$ cat src/rtl/mpu_fetch_unit_if.sv
// Fetch-unit bus bundle: byte-wide program-memory request port and the
// instruction hand-off port toward decode.
interface mpu_fetch_unit_if;
  logic        mem_req_o;
  logic [11:0] mem_addr_o;
  logic        mem_ack_i;
  logic [7:0]  mem_data_i;

  logic        instr_valid_o;
  logic        instr_ready_i;
  logic [7:0]  instr_opcode_o;
  logic [7:0]  instr_op1_o;
  logic [7:0]  instr_op2_o;
  logic [7:0]  instr_op3_o;
  logic [1:0]  instr_nops_o;
  logic [11:0] instr_pc_o;

  modport master (
    output mem_req_o, mem_addr_o,
    input  mem_ack_i, mem_data_i,
    output instr_valid_o, instr_opcode_o, instr_op1_o, instr_op2_o,
           instr_op3_o, instr_nops_o, instr_pc_o,
    input  instr_ready_i
  );

  modport slave (
    input  mem_req_o, mem_addr_o,
    output mem_ack_i, mem_data_i,
    input  instr_valid_o, instr_opcode_o, instr_op1_o, instr_op2_o,
           instr_op3_o, instr_nops_o, instr_pc_o,
    output instr_ready_i
  );
endinterface

$ cat src/rtl/mpu_fetch_unit.sv
// Byte-serial instruction fetch: gathers opcode plus 0-3 operand bytes from
// program memory and presents the complete instruction to decode.
module mpu_fetch_unit #(
  parameter logic [11:0] RESET_PC = 12'h000
) (
  input  logic              clk,
  input  logic              rst_n,
  input  logic              halt_i,
  input  logic              pc_load_i,
  input  logic [11:0]       pc_load_addr_i,
  mpu_fetch_unit_if.master  bus
);

  typedef enum logic [1:0] {FETCH_OPC, FETCH_OPND, PRESENT, HALTED} state_t;

  state_t           state_q, state_d, ret_q, ret_d, fetch_nxt, byte_nxt;
  logic             run_q;
  logic [11:0]      pc_q, pc_tgt;
  logic             redir_q;
  logic [11:0]      redir_addr_q;
  logic [7:0]       opc_q;
  logic [2:0][7:0]  ops_q;
  logic [1:0]       nops_q, idx_q;
  logic [11:0]      ipc_q;

  logic fetching, mem_req, accept;
  logic pc_ld, pc_inc, cap_opc, cap_opnd, clr_ops, redir_set, redir_clr;

  // run_q keeps the request low until the first edge after reset release
  assign fetching = (state_q == FETCH_OPC) || (state_q == FETCH_OPND);
  assign mem_req  = fetching && run_q;
  assign accept   = mem_req && bus.mem_ack_i;

  always_comb begin
    byte_nxt = FETCH_OPND;
    if (state_q == FETCH_OPC) begin
      if (bus.mem_data_i[6:5] == 2'd0) byte_nxt = PRESENT;
    end else if ((idx_q + 2'd1) == nops_q) begin
      byte_nxt = PRESENT;
    end
  end

  always_ff @(posedge clk or negedge rst_n) begin
    if (!rst_n) begin
      state_q <= FETCH_OPC;
      ret_q   <= FETCH_OPC;
    end else begin
      state_q <= state_d;
      ret_q   <= ret_d;
    end
  end

  always_comb begin
    state_d   = state_q;
    ret_d     = ret_q;
    fetch_nxt = FETCH_OPC;
    pc_ld     = 1'b0;
    pc_tgt    = pc_load_addr_i;
    pc_inc    = 1'b0;
    cap_opc   = 1'b0;
    cap_opnd  = 1'b0;
    clr_ops   = 1'b0;
    redir_set = 1'b0;
    redir_clr = 1'b0;
    case (state_q)
      FETCH_OPC, FETCH_OPND: begin
        if (accept) begin
          // a pending or same-cycle redirect turns this byte into a discard
          if (pc_load_i || redir_q) begin
            pc_ld     = 1'b1;
            pc_tgt    = pc_load_i ? pc_load_addr_i : redir_addr_q;
            clr_ops   = 1'b1;
            redir_clr = 1'b1;
            fetch_nxt = FETCH_OPC;
          end else begin
            pc_inc    = 1'b1;
            cap_opc   = (state_q == FETCH_OPC);
            cap_opnd  = (state_q == FETCH_OPND);
            fetch_nxt = byte_nxt;
          end
          if (halt_i) begin
            state_d = HALTED;
            ret_d   = fetch_nxt;
          end else begin
            state_d = fetch_nxt;
          end
        end else if (mem_req) begin
          // request outstanding: address must stay put until acked
          if (pc_load_i) redir_set = 1'b1;
        end else begin
          if (pc_load_i) begin
            pc_ld   = 1'b1;
            clr_ops = 1'b1;
            state_d = FETCH_OPC;
          end
          if (halt_i) begin
            state_d = HALTED;
            ret_d   = FETCH_OPC;
          end
        end
      end
      PRESENT: begin
        if (pc_load_i || bus.instr_ready_i) begin
          pc_ld   = pc_load_i;
          clr_ops = 1'b1;
          if (halt_i) begin
            state_d = HALTED;
            ret_d   = FETCH_OPC;
          end else begin
            state_d = FETCH_OPC;
          end
        end else if (halt_i) begin
          state_d = HALTED;
          ret_d   = PRESENT;
        end
      end
      HALTED: begin
        if (pc_load_i) begin
          pc_ld   = 1'b1;
          clr_ops = 1'b1;
          ret_d   = FETCH_OPC;
        end
        if (!halt_i) state_d = pc_load_i ? FETCH_OPC : ret_q;
      end
      default: state_d = FETCH_OPC;
    endcase
  end

  always_ff @(posedge clk or negedge rst_n) begin
    if (!rst_n) begin
      run_q        <= 1'b0;
      pc_q         <= RESET_PC;
      redir_q      <= 1'b0;
      redir_addr_q <= '0;
      opc_q        <= '0;
      ops_q        <= '0;
      nops_q       <= '0;
      idx_q        <= '0;
      ipc_q        <= '0;
    end else begin
      run_q <= 1'b1;
      if (pc_ld)       pc_q <= pc_tgt;
      else if (pc_inc) pc_q <= pc_q + 12'd1;
      if (redir_set) begin
        redir_q      <= 1'b1;
        redir_addr_q <= pc_load_addr_i;
      end else if (redir_clr) begin
        redir_q      <= 1'b0;
      end
      if (cap_opc) begin
        opc_q  <= bus.mem_data_i;
        nops_q <= bus.mem_data_i[6:5];
        ipc_q  <= pc_q;
        ops_q  <= '0;
        idx_q  <= '0;
      end
      if (cap_opnd) begin
        ops_q[idx_q] <= bus.mem_data_i;
        idx_q        <= idx_q + 2'd1;
      end
      if (clr_ops) begin
        ops_q <= '0;
        idx_q <= '0;
      end
    end
  end

  assign bus.mem_req_o      = mem_req;
  assign bus.mem_addr_o     = pc_q;
  assign bus.instr_valid_o  = (state_q == PRESENT);
  assign bus.instr_opcode_o = opc_q;
  assign bus.instr_op1_o    = ops_q[0];
  assign bus.instr_op2_o    = ops_q[1];
  assign bus.instr_op3_o    = ops_q[2];
  assign bus.instr_nops_o   = nops_q;
  assign bus.instr_pc_o     = ipc_q;

  // an unacked request is never withdrawn or moved
  a_req_hold: assert property (@(posedge clk) disable iff (!rst_n)
    (mem_req && !bus.mem_ack_i) |=> (mem_req && $stable(pc_q)));

  // a presented instruction stays put until consumed, redirected or halted
  a_present_hold: assert property (@(posedge clk) disable iff (!rst_n)
    (bus.instr_valid_o && !bus.instr_ready_i && !pc_load_i && !halt_i)
      |=> (bus.instr_valid_o && $stable(opc_q) && $stable(ops_q) && $stable(ipc_q)));

endmodule

$ cat src/flat_wrapper.sv
// flat-port wrapper written by rule: the top's interface ports become plain ports
module mpu_fetch_unit_flat 
#(
  parameter logic [11:0] RESET_PC = 12'h000
)
  (clk, rst_n, halt_i, pc_load_i, pc_load_addr_i, bus_mem_req_o, bus_mem_addr_o, bus_mem_ack_i, bus_mem_data_i, bus_instr_valid_o, bus_instr_opcode_o, bus_instr_op1_o, bus_instr_op2_o, bus_instr_op3_o, bus_instr_nops_o, bus_instr_pc_o, bus_instr_ready_i);
  mpu_fetch_unit_if bus_i ();
  input  logic clk;
  input  logic rst_n;
  input  logic halt_i;
  input  logic pc_load_i;
  input  logic [11:0] pc_load_addr_i;
  output wire logic [$bits(bus_i.mem_req_o)-1:0] bus_mem_req_o;
  output wire logic [$bits(bus_i.mem_addr_o)-1:0] bus_mem_addr_o;
  input wire logic [$bits(bus_i.mem_ack_i)-1:0] bus_mem_ack_i;
  input wire logic [$bits(bus_i.mem_data_i)-1:0] bus_mem_data_i;
  output wire logic [$bits(bus_i.instr_valid_o)-1:0] bus_instr_valid_o;
  output wire logic [$bits(bus_i.instr_opcode_o)-1:0] bus_instr_opcode_o;
  output wire logic [$bits(bus_i.instr_op1_o)-1:0] bus_instr_op1_o;
  output wire logic [$bits(bus_i.instr_op2_o)-1:0] bus_instr_op2_o;
  output wire logic [$bits(bus_i.instr_op3_o)-1:0] bus_instr_op3_o;
  output wire logic [$bits(bus_i.instr_nops_o)-1:0] bus_instr_nops_o;
  output wire logic [$bits(bus_i.instr_pc_o)-1:0] bus_instr_pc_o;
  input wire logic [$bits(bus_i.instr_ready_i)-1:0] bus_instr_ready_i;
  assign bus_mem_req_o = bus_i.mem_req_o;
  assign bus_mem_addr_o = bus_i.mem_addr_o;
  assign bus_i.mem_ack_i = bus_mem_ack_i;
  assign bus_i.mem_data_i = bus_mem_data_i;
  assign bus_instr_valid_o = bus_i.instr_valid_o;
  assign bus_instr_opcode_o = bus_i.instr_opcode_o;
  assign bus_instr_op1_o = bus_i.instr_op1_o;
  assign bus_instr_op2_o = bus_i.instr_op2_o;
  assign bus_instr_op3_o = bus_i.instr_op3_o;
  assign bus_instr_nops_o = bus_i.instr_nops_o;
  assign bus_instr_pc_o = bus_i.instr_pc_o;
  assign bus_i.instr_ready_i = bus_instr_ready_i;
  mpu_fetch_unit #(.RESET_PC(RESET_PC)) u_core (.clk(clk), .rst_n(rst_n), .halt_i(halt_i), .pc_load_i(pc_load_i), .pc_load_addr_i(pc_load_addr_i), .bus(bus_i));
endmodule
$ cat config.mk
export PLATFORM = sky130hd
export DESIGN_NAME = mpu_fetch_unit_flat
export DESIGN_NICKNAME = d
export VERILOG_FILES = /design/src/rtl/mpu_fetch_unit_if.sv /design/src/rtl/mpu_fetch_unit.sv /design/src/flat_wrapper.sv
export SDC_FILE = /design/constraint.sdc
export NUM_CORES = 1
export LEC_CHECK = 0
export ABC_AREA = 1
export CORE_AREA = 5 5 83 123
export DETAILED_ROUTE_END_ITERATION = 10
export DIE_AREA = 0 0 88 128
export PLACE_DENSITY_LB_ADDON = 0.08
export SKIP_LAST_GASP = 1
export SYNTH_ARGS = -nofsm -noshare
export SYNTH_HDL_FRONTEND = slang
export SYNTH_SLANG_ARGS = --single-unit
export TNS_END_PERCENT = 5
$ cat constraint.sdc
create_clock -name clk -period 1.5 [get_ports clk]
set_input_delay 0.3 -clock clk [delete_from_list [all_inputs] [get_ports clk]]
set_output_delay 0.3 -clock clk [all_outputs]
set_load 0.01 [all_outputs]
==> impl_metrics.toml <==
[synthesis]
synthMuxAreaShare_pct = 3.27
synth_top_family_by_area = "simple AND/OR/NAND/NOR gates"
syn-num-nets = 545
synth_compound_area_share_pct = 12.6
synthAdderAreaFrac_pct = 1.21
synth-simple-area-share_pct = 25.6
ys_seq_area_share_pct = 46.0
synth.largest_area_cell = "dfrtp_1"
synth_area_per_cell_um2 = 8.03
synthXorXnorAreaFrac_pct = 0.424
synthTopCellsByArea = "dfrtp_1 46%, nand2_1 10%, nor2_1 6.7%"
yosysTopAreaCellShare_pct = 46.0
ys_types = 32
ys_ff_latch = 76
syn_inst = 515
yosysWarnings = 0
syn_area_um2 = 4140

[critical_path]
crit_path_start_kind = "register"
end_kind = "output port"
max_stage_delay_ps = 560
slowest_stage = "clkdlybuf4s50_1"
cp_top_family = "buffers and inverters"
path_cells = "clkdlybuf4s50_1"
crit_type = "register to output port"
critPathArrivalTime_ps = 1310
worstPathMaxFanout = 6
required_ps = 1200
critPathBufInv = 1

[floorplan]
die_x_um = 88
io_pins = 86
rows = 43
fp.coreArea_um2 = 9090
die_area_um2 = 11300
start_util_pct = 45.5
die_y_um = 128

[sta]
fin_crit_sh_pct = 108
finalMaxSlewViolations = 0
maxSlewHeadroom_pct = 66.6
finalSetupViolCount = 106
period_needed_ps = 1610
fin_hold_ws_ps = 445
timing.setup.tns_ps = -3740
max_freq_ghz = 0.620
finClkSkew_ps = 6.20
final_hold_viol_count = 0
rsz0062_at_grt = "true"
fin_ws_ps = -113
worstMarginPinSlew_ps = 501

[drt]
drc = 0
route.antenna.remaining_nets = 0
drt_first_iter_violations = 198
vias = 3826
vias_per_cell = 4.96
drt_first_pass_iters = 4
wl_per_cell_um = 14.6
routed_wl_mm = 11.3

[pwr]
pwr-share-comb_pct = 44.6
switching_share_pct = 36.6
clockPowerShare_pct = 22.3
internal_power_w = 0.00609
power_switching_w = 0.00351
powerDensity_nw_per_um2 = 1620
pwr-share-seq_pct = 33.1
irDropWorstVdd_v = 0.000946
leakagePower_nw = 2.95

[cells_and_area]
final_common_cell = "nand2_1"
syn_to_final_growth_pct = 42.9
nets = 685
antenna_cells = 0
seqCellArea_um2 = 1910
multi_input_comb_area_um2 = 1890
most-common-layout-cells = "111 x nand2_1, 77 x clkdlybuf4s50_1, 72 x nor2_1, 69 x dfrtp_1, 66 x inv_1"
drive_gt1_share_pct = 19.7
fill_cells = 773

[cts]
cts_buffer_depth = 2
cts.clk_slew.worst_paths_ps = 60
htree_levels = 3
insertion_delay_ps = 340
cts_sinks = 76
cts_inserted_buffers = 9
cts_tree = "yes"
root_buffer = "clkbuf_16"

[flow_run]
max_cap_violations = 0

[global_route]
antenna_found_initial = 0
grt_max_degree = 31
grt.total_usage_pct = 20.5
grt_pass1_wl_mm = 17.9
gr-total-overflow = 0
first_global_vias = 3645

[placement]
numPortBuffers = 85
gp_congestion = 0.905
dp.final_hpwl_mm = 7.76

[run_status]
violations = "setup timing"
status = "finished, violations left"

[min_path]
hp-class = "input port to async pin"
-- kinds of logic (layout without fill, tap and decap cells) --
kind of cell	count (synthesis)	in the layout
AO/OA/AOI/OAI	95	98
XOR/XNOR	2	2
adder cells (fa/ha/maj)	4	4
buffers and inverters	90	231
flip-flops	76	76
multiplexers	12	12
other	1	1
AND/OR/NAND/NOR	235	235
-- metal layers --
metal,GRT usage (%),wire length [um],vias to the layer above,share of wire [%]
li1,-,-,1917,-
met1,25.5,4610,1783,41
met2,34.2,5670,105,50
met3,3.92,620,21,5.5
met4,8.85,357,0,3.2
met5,0,0,-,0
-- synth_stat cells --
cell type and instances:
nand4_1 4, o21ai_0 39, ha_1 4, a21oi_1 16
nand3_4 2, buf_6 11, o21ai_1 28, mux2_2 12
conb_1 1, a22oi_2 1, or2_0 1, a31oi_1 1
nand2_4 5, xor2_1 2, inv_1 66, inv_4 1
nor2_2 3, nor2_1 74, inv_2 2, nor2_4 3
a22oi_1 1, nand2_2 1, nand2_1 113, dfrtp_1 76
o21a_1 1, buf_2 6, o211ai_1 6, o22ai_2 1
buf_4 4, o21ai_4 1, nor2_8 2, nand3_1 27
-- final timing paths --
| check | start | to | slack [ps] | depth (start not counted) |
|---|---|---|---|---|
| max reg2reg | u_core.state_q[1] | u_core.bus.instr_opcode_o[6] | -90 | 6 |
| min reg2reg | u_core.redir_addr_q[6] | u_core.redir_addr_q[6] | 490 | 2 |
| min | rst_n | u_core.bus.instr_op1_o[4] | 440 | 2 |
| min in group clk | u_core.redir_addr_q[6] | u_core.redir_addr_q[6] | 490 | 2 |
| max | u_core.bus.mem_addr_o[8] | bus_mem_addr_o[8] | -110 | 1 |
| max in group asynchronous | rst_n | u_core.bus.mem_addr_o[10] | 530 | 3 |
-- per-stage QoR --
| step | total power, W | utilization, % | area (um^2) | setup slack [ps] | std cells |
|---|---|---|---|---|---|
| 6_report | 0.00960 | 65.0 | 5910 | -113 | 771 |
| 5_1_grt | 0.0103 | 65.0 | 5910 | -153 | 771 |
| 4_1_cts | 0.00948 | 63.1 | 5740 | -123 | 760 |
| 3_5_place_dp | 0.00695 | 58.2 | 5290 | -542 | 731 |
| 3_3_place_gp | 0.00689 | 58.2 | 5290 | -504 | 731 |
| 2_1_floorplan | 0.00518 | - | 4140 | 5.72 | 515 |
-- flip-flops by register name, indices dropped and copies added, names as in the netlist --
name,count
u_core.bus.instr_opcode_o,7
u_core.redir_addr_q,12
u_core.bus.instr_op3_o,8
u_core.bus.mem_addr_o,12
u_core.bus.instr_pc_o,12
u_core.ret_q,2
u_core.bus.instr_op1_o,8
u_core.bus.instr_nops_o,1
u_core.run_q,1
u_core.state_q,2
u_core.bus.instr_op2_o,8
u_core.idx_q,2
u_core.redir_q,1
-- power groups by stage --
stage               clock network, W  registers [W]  logic (W)
global route                 0.00227        0.00326    0.00473
global placement                   0        0.00323    0.00366
finish                       0.00214        0.00318    0.00429
detailed placement                 0        0.00324    0.00371
CTS                          0.00218        0.00318    0.00412
floorplan                          0        0.00331    0.00187
-- area by class of cell --
cell class	count	share of cell area [%]
clock buffer	9	3.81
clock inverter	6	1.10
inverter	69	4.55
multi-input combinational	352	31.9
sequential	76	32.3
tap	112	2.37
timing repair buffer	146	23.8
timing repair inverter	1	0.106
-- what timing repair did --
action | 4_1_cts | 5_1_grt
resized for setup | 25 | 18
hold buffers | 1 | 0
buffers inserted | 10 | 9
pin swaps | 2 | 7
hold endpoints to repair | 27 | 0
setup endpoints to repair | 117 | 127
cloned | 3 | 2
-- worst reg2reg max path: stages, from the launching register on --
cell	delay, ps
dfrtp_2	460
buf_4	160
nor2_2	110
nand2_1	90
nor2_2	130
buf_12	160
mux2_2	350
No activity file was read; power rests on OpenSTA's default activity.
